**src/rtl/seq_alu.sv**
```systemverilog
// Multi-cycle unsigned integer ALU: add/sub in one cycle, shift-add multiply and restoring divide over WIDTH cycles.
// Optional macro SEQ_ALU_EXT_RESULT_EN adds port R (high product half, remainder, carry or borrow).
module seq_alu #(
    parameter int WIDTH = 32,
    parameter int CNT_W = $clog2(WIDTH + 1)
) (
    input  logic             clk,
    input  logic             rst,
    input  logic             in_valid,
    output logic             in_ready,
    input  logic [WIDTH-1:0] A,
    input  logic [WIDTH-1:0] B,
    input  logic [1:0]       Op,
    output logic             out_valid,
    input  logic             out_ready,
    output logic [WIDTH-1:0] C,
    output logic             div_zero
`ifdef SEQ_ALU_EXT_RESULT_EN
    ,
    output logic [WIDTH-1:0] R
`endif
);

    typedef enum logic [1:0] {
        IDLE = 2'd0,
        BUSY = 2'd1,
        DONE = 2'd2
    } state_t;

    state_t             state_r;
    logic [WIDTH-1:0]   a_r;
    logic [WIDTH-1:0]   b_r;
    logic [WIDTH-1:0]   acc_r;
    logic [CNT_W-1:0]   cnt_r;
    logic               is_div_r;
    logic [WIDTH-1:0]   c_r;
    logic               dz_r;

    logic [WIDTH-1:0]   a_nxt_s;
    logic [WIDTH-1:0]   b_nxt_s;
    logic [WIDTH-1:0]   acc_nxt_s;
    logic [WIDTH-1:0]   res_c_s;
    logic [CNT_W-1:0]   cnt_nxt_s;
    logic [WIDTH:0]     div_shift_s;
    logic               div_ge_s;

`ifdef SEQ_ALU_EXT_RESULT_EN
    logic [WIDTH-1:0]   r_r;
    logic [WIDTH-1:0]   res_r_s;
    logic [WIDTH:0]     mul_sum_s;
    logic [WIDTH:0]     add_full_s;
`endif

    assign in_ready  = (state_r == IDLE) && !rst;
    assign out_valid = (state_r == DONE);
    assign C         = c_r;
    assign div_zero  = dz_r;
`ifdef SEQ_ALU_EXT_RESULT_EN
    assign R         = r_r;
`endif

    // One iteration step of the multiply or divide datapath, plus the result it would produce if it were the last.
    always_comb begin
        cnt_nxt_s   = cnt_r + CNT_W'(1);
        div_shift_s = {acc_r, a_r[WIDTH-1]};
        div_ge_s    = (div_shift_s >= {1'b0, b_r});
`ifdef SEQ_ALU_EXT_RESULT_EN
        mul_sum_s   = {1'b0, acc_r} + (b_r[0] ? {1'b0, a_r} : {(WIDTH+1){1'b0}});
        add_full_s  = {1'b0, A} + {1'b0, B};
        res_r_s     = '0;
`endif
        a_nxt_s     = a_r;
        b_nxt_s     = b_r;
        acc_nxt_s   = acc_r;
        res_c_s     = '0;
        if (is_div_r) begin
            // Remainder stays below B, so the shifted trial value minus B always fits WIDTH bits.
            acc_nxt_s = div_ge_s ? WIDTH'(div_shift_s - {1'b0, b_r}) : div_shift_s[WIDTH-1:0];
            a_nxt_s   = {a_r[WIDTH-2:0], div_ge_s};
            res_c_s   = a_nxt_s;
`ifdef SEQ_ALU_EXT_RESULT_EN
            res_r_s   = acc_nxt_s;
`endif
        end else begin
`ifdef SEQ_ALU_EXT_RESULT_EN
            // Full product: high half in acc_r, low half shifts into b_r as multiplier bits retire.
            acc_nxt_s = mul_sum_s[WIDTH:1];
            b_nxt_s   = {mul_sum_s[0], b_r[WIDTH-1:1]};
            res_c_s   = b_nxt_s;
            res_r_s   = acc_nxt_s;
`else
            acc_nxt_s = acc_r + (b_r[0] ? a_r : {WIDTH{1'b0}});
            a_nxt_s   = a_r << 1;
            b_nxt_s   = b_r >> 1;
            res_c_s   = acc_nxt_s;
`endif
        end
    end

    // Control FSM with operand, accumulator, counter and result registers.
    always_ff @(posedge clk) begin
        if (rst) begin
            state_r  <= IDLE;
            a_r      <= '0;
            b_r      <= '0;
            acc_r    <= '0;
            cnt_r    <= '0;
            is_div_r <= 1'b0;
            c_r      <= '0;
            dz_r     <= 1'b0;
`ifdef SEQ_ALU_EXT_RESULT_EN
            r_r      <= '0;
`endif
        end else begin
            case (state_r)
                IDLE: begin
                    if (in_valid) begin
                        cnt_r    <= '0;
                        a_r      <= A;
                        b_r      <= B;
                        acc_r    <= '0;
                        is_div_r <= Op[0];
                        dz_r     <= 1'b0;
                        case (Op)
                            2'b00: begin
                                c_r     <= A + B;
`ifdef SEQ_ALU_EXT_RESULT_EN
                                r_r     <= {{(WIDTH-1){1'b0}}, add_full_s[WIDTH]};
`endif
                                state_r <= DONE;
                            end
                            2'b01: begin
                                c_r     <= A - B;
`ifdef SEQ_ALU_EXT_RESULT_EN
                                r_r     <= {{(WIDTH-1){1'b0}}, (A < B)};
`endif
                                state_r <= DONE;
                            end
                            2'b10: begin
                                state_r <= BUSY;
                            end
                            2'b11: begin
                                if (B == '0) begin
                                    c_r     <= '1;
                                    dz_r    <= 1'b1;
`ifdef SEQ_ALU_EXT_RESULT_EN
                                    r_r     <= A;
`endif
                                    state_r <= DONE;
                                end else begin
                                    state_r <= BUSY;
                                end
                            end
                            default: begin
                                state_r <= IDLE;
                            end
                        endcase
                    end else begin
                        state_r <= IDLE;
                    end
                end
                BUSY: begin
                    a_r   <= a_nxt_s;
                    b_r   <= b_nxt_s;
                    acc_r <= acc_nxt_s;
                    cnt_r <= cnt_nxt_s;
                    if (cnt_nxt_s == CNT_W'(WIDTH)) begin
                        c_r     <= res_c_s;
                        dz_r    <= 1'b0;
`ifdef SEQ_ALU_EXT_RESULT_EN
                        r_r     <= res_r_s;
`endif
                        state_r <= DONE;
                    end else begin
                        state_r <= BUSY;
                    end
                end
                DONE: begin
                    if (out_ready) begin
                        state_r <= IDLE;
                    end else begin
                        state_r <= DONE;
                    end
                end
                default: begin
                    state_r <= IDLE;
                end
            endcase
        end
    end

endmodule

```
**config.mk**
```make
export PLATFORM = sky130hd
export DESIGN_NAME = seq_alu
export DESIGN_NICKNAME = d
export VERILOG_FILES = /design/src/rtl/seq_alu.sv
export SDC_FILE = /design/constraint.sdc
export NUM_CORES = 1
export LEC_CHECK = 0
export ABC_AREA = 1
export CAP_MARGIN = 0
export CORE_UTILIZATION = 30
export CTS_BUF_LIST = sky130_fd_sc_hd__clkbuf_4
export DETAILED_ROUTE_END_ITERATION = 12
export GPL_TIMING_DRIVEN = 0
export PLACE_DENSITY_LB_ADDON = 0.2
export SLEW_MARGIN = 30
export SYNTH_ARGS = -nofsm -noshare
export SYNTH_HDL_FRONTEND = slang
export SYNTH_SLANG_ARGS = --single-unit
```
**constraint.sdc**
```tcl
create_clock -name clk -period 3.3 [get_ports clk]
set_input_delay 0.33 -clock clk [delete_from_list [all_inputs] [get_ports clk]]
set_output_delay 0.33 -clock clk [all_outputs]
set_load 0.005 [all_outputs]
```
==> run summary <==
========================================================================================
Sequential share of power                                                          0.335
Post-detailed-route count of antenna-violating nets                                    0
Worst Hold Class                                                                  in2reg
Clock net sink count                                                                 138
Wire per inst                                                                   20.14 µm
Global route overflow                                                                  0
Worst path required time                                                         3.83 ns
Via-to-Cell Ratio                                                                  5.206
Clock tree from TritonCTS                                                            yes
Area of the mapped netlist                                                     13960 µm²
Total half-perimeter wirelength after legalization and detailed placement       53750 µm
Level count of the clock H-tree                                                        4
Worst slack, placed                                                            -1.359 ns
Total of max-cap violations                                                            0
Vias in the first global route                                                    15.30k
Largest net degree at the start of global routing                                     17
Area share of the largest cell type after synthesis                               0.1979
Port bufs                                                                            103
Number of antenna violations at the first check in global routing                      1
Internal power summed over all cells                                             3172 µW
Worst-margin pin slew                                                          0.9625 ns
Total I/O pin count                                                                  105
Type of the setup path with the least slack                                       in2reg
Ranking of synthesized cells by instance count                              nand2_1 (732), inv_1 (324), nor2_1 (211)
Non-filler cells, final                                                             3146
Layout Skew                                                                   0.03678 ns
Max Transition Viols Final                                                             0
Clock root buffer master                                                        clkbuf_4
Count of standard-cell rows                                                           78
Synth area leaders                                                          dfxtp_1 (20%), nand2_1 (20%), ha_1 (8.8%)
Number of synthesized flops with an enable pin                                         0
FFs w/ async S/R, synth                                                                0
Number of buffers on the longest clock path                                            2
GRT Overall Usage                                                                 0.2644
Area of the core                                                               45670 µm²
First-pass GRT wire length                                                      93030 µm
Relative max-transition margin                                                    0.3583
Starting utilization of the core area                                             0.3057
Final Critical Period                                                           3.193 ns
Proportion of power drawn by the clock network                                     0.218
Area of the die                                                                47410 µm²
Post-Synthesis Mean Instance Area                                              5.810 µm²
Unrepaired setup endpoints after global routing                                     true
Area delta synth->final                                                           18.34%
Nets@finish                                                                         2703
Library cells used by synthesis                                                       53
Drt first-iter violations                                                           1330
Ys flop type                                                                     dfxtp_1
Crit path DAT                                                                    3.72 ns
Number of buffers inserted by hold repair at cts                                       0
First-pass detailed-route iteration total                                              6
Clock latency of the later-clocked register in the worst-skew pair               0.64 ns
Ratio of cells with drive above 1 in the final layout                            0.08055
Largest stage delay on the critical path                                         0.50 ns
Worst Slack Setup Final                                                        0.1068 ns
Width of the die                                                                217.7 µm
Cell area power density                                                     353.9 nW/µm²
Number of instances in the synthesized netlist                                      2403
Critical path launch point type                                                input pin
Critical Path Sink Type                                                        flip-flop
Total Negative Setup Slacks                                                         0 ns
Cell with the most instances after synthesis                                     nand2_1
Net Sw Power                                                                     2676 µW
Final Routed Wirelength                                                         63370 µm
Final Hold Viols                                                                       0
FMAX                                                                           313.2 MHz
Yosys Warn Count                                                                       0
Yosys top cell by area                                                           dfxtp_1
Die H                                                                           217.7 µm
Number of clock buffers inserted by TritonCTS                                         17
Dpl cells                                                                           3106
Cell-by-cell listing of the critical path                                   clkdlybuf4s50_1 -> inv_1 -> nand2_4 -> buf_6 -> inv_1 -> clkbuf_4 -> a31oi_2 -> xor2_2 -> ha_1 -> a21oi_1 -> o21ai_1 -> a21oi_1 -> nand2_4 -> o21ai_1 -> nand4_1 -> nor2_1 -> nor2_1
Register bit total from synthesis                                                    138
CP max stage cell                                                           clkdlybuf4s50_1
Final weighted congestion in routability-driven placement                         0.9963
Clock Pin Slew Worst Setup and Hold Paths                                        0.14 ns
Number of remaining DRC errors                                                         0
Share of the yosys chip area belonging to registers                               0.1979
Final critical-path share of the clock period                                     0.9676
Final-report setup violation count                                                     0
Leakage power total                                                          0.007908 µW
Crit Path Max Fanout                                                                  10
Peak VDD IR                                                                  0.0001912 V
Detailed-route via count                                                          16.38k
Outcome                                                                     finished clean
Switching part of the total                                                       0.4576
Syn nets                                                                            2574
Combinational power share                                                          0.447
========================================================================================
registers in the layout, indices dropped and copies added (netlist names):
register / count
C: 32
a_r: 32
acc_r: 32
b_r: 32
cnt_r: 6
div_zero: 1
is_div_r: 1
state_r: 2
cell usage in the layout, fill, tap and decap left out, types with 6 or more instances in the layout:
cell               n
a31oi_1           65
xor2_1            36
inv_1            316
a21oi_1          167
nor3_1            22
nor2_1           197
xor2_2             6
ha_1              88
o21ai_0          158
dfxtp_1          137
a21oi_2           15
or2_2              7
nand2_2           16
o21bai_1          12
clkbuf_1          42
nand3_2           10
inv_2             17
a21o_1             8
nand2_1          721
nand3b_1          20
ha_4               6
buf_6              6
buf_4             12
clkdlybuf4s50_1   98
or2_1              6
nor2_2            19
nand4_1           18
o21ai_1           16
xnor2_1           24
nand3_1          145
clkbuf_4          18
buf_2             16
cell type report:
| cell class | instances | area, µm² |
|---|---|---|
| inverters | 335 | 1261 |
| plain buffers | 79 | 389.1 |
| fillers | 5148 | 29150 |
| clock inverters | 15 | 180.2 |
| multi-input cells | 1851 | 9962 |
| repair buffers | 110 | 1085 |
| well taps | 600 | 750.7 |
| clock buffers | 17 | 127.6 |
| diodes | 1 | 2.502 |
| flip-flops and latches | 138 | 2764 |
layer usage:
metal  track usage  wire [µm]  share of wire
met5             0          0              0
met4       0.08811       2018          0.032
met1        0.3532      28760           0.45
met3       0.02845       3413          0.054
met2        0.4408      29170           0.46
worst paths after layout:
check	start	end	slack, ns	cells past startpoint
hold / removal	B[3]	b_r[3]$_SDFFE_PP0P_	0.07	3
setup reg to reg	b_r[0]$_SDFFE_PP0P_	C[30]$_SDFFE_PP0P_	0.16	16
hold reg to reg	C[29]$_SDFFE_PP0P_	C[29]$_SDFFE_PP0P_	0.47	2
setup / recovery	Op[1]	C[15]$_SDFFE_PP0P_	0.11	17
power groups by stage:
stage               sequential, µW  combinational, µW  clock (µW)
floorplan                     1930               1540           0
global placement              1980               2440           0
detailed placement            1990               2450           0
CTS                           1950               2500        1280
global route                  1970               2850        1340
finish                        1960               2610        1270
per-stage QoR:
step	total power [µW]	hold WS [ns]	utilization	instance area, µm²
CTS	5732	0.1052	0.3554	16230
finish	5848	0.06728	0.3617	16520
floorplan	3478	0.4445	-	13960
global route	6167	0.03937	0.3617	16520
global placement	4428	0.4549	0.3447	15740
detailed placement	4435	0.4563	0.3447	15740
cells by family after synthesis:
family          Yosys count  synth area share
xor+xnor                 70           0.04391
simple gates           1206            0.3633
fa+ha+maj               101           0.09212
buf+inv                 414            0.1171
compound gates          474            0.1857
flops                   138            0.1979
timing repair:
item                                    in CTS  in global routing
buffers inserted                             2                  5
resized for setup                           48                 83
pin swaps                                    7                 20
endpoints found under the setup margin      26                 25
worst max-delay path, delay by kind of cell:
| kind | cells | cell delay, ns |
|---|---|---|
| simple gates | 5 | 0.64 |
| xor+xnor | 1 | 0.26 |
| compound gates | 5 | 1.10 |
| buf+inv | 5 | 1.03 |
| fa+ha+maj | 1 | 0.34 |
Note: power is estimated with default switching activity, not from simulation.
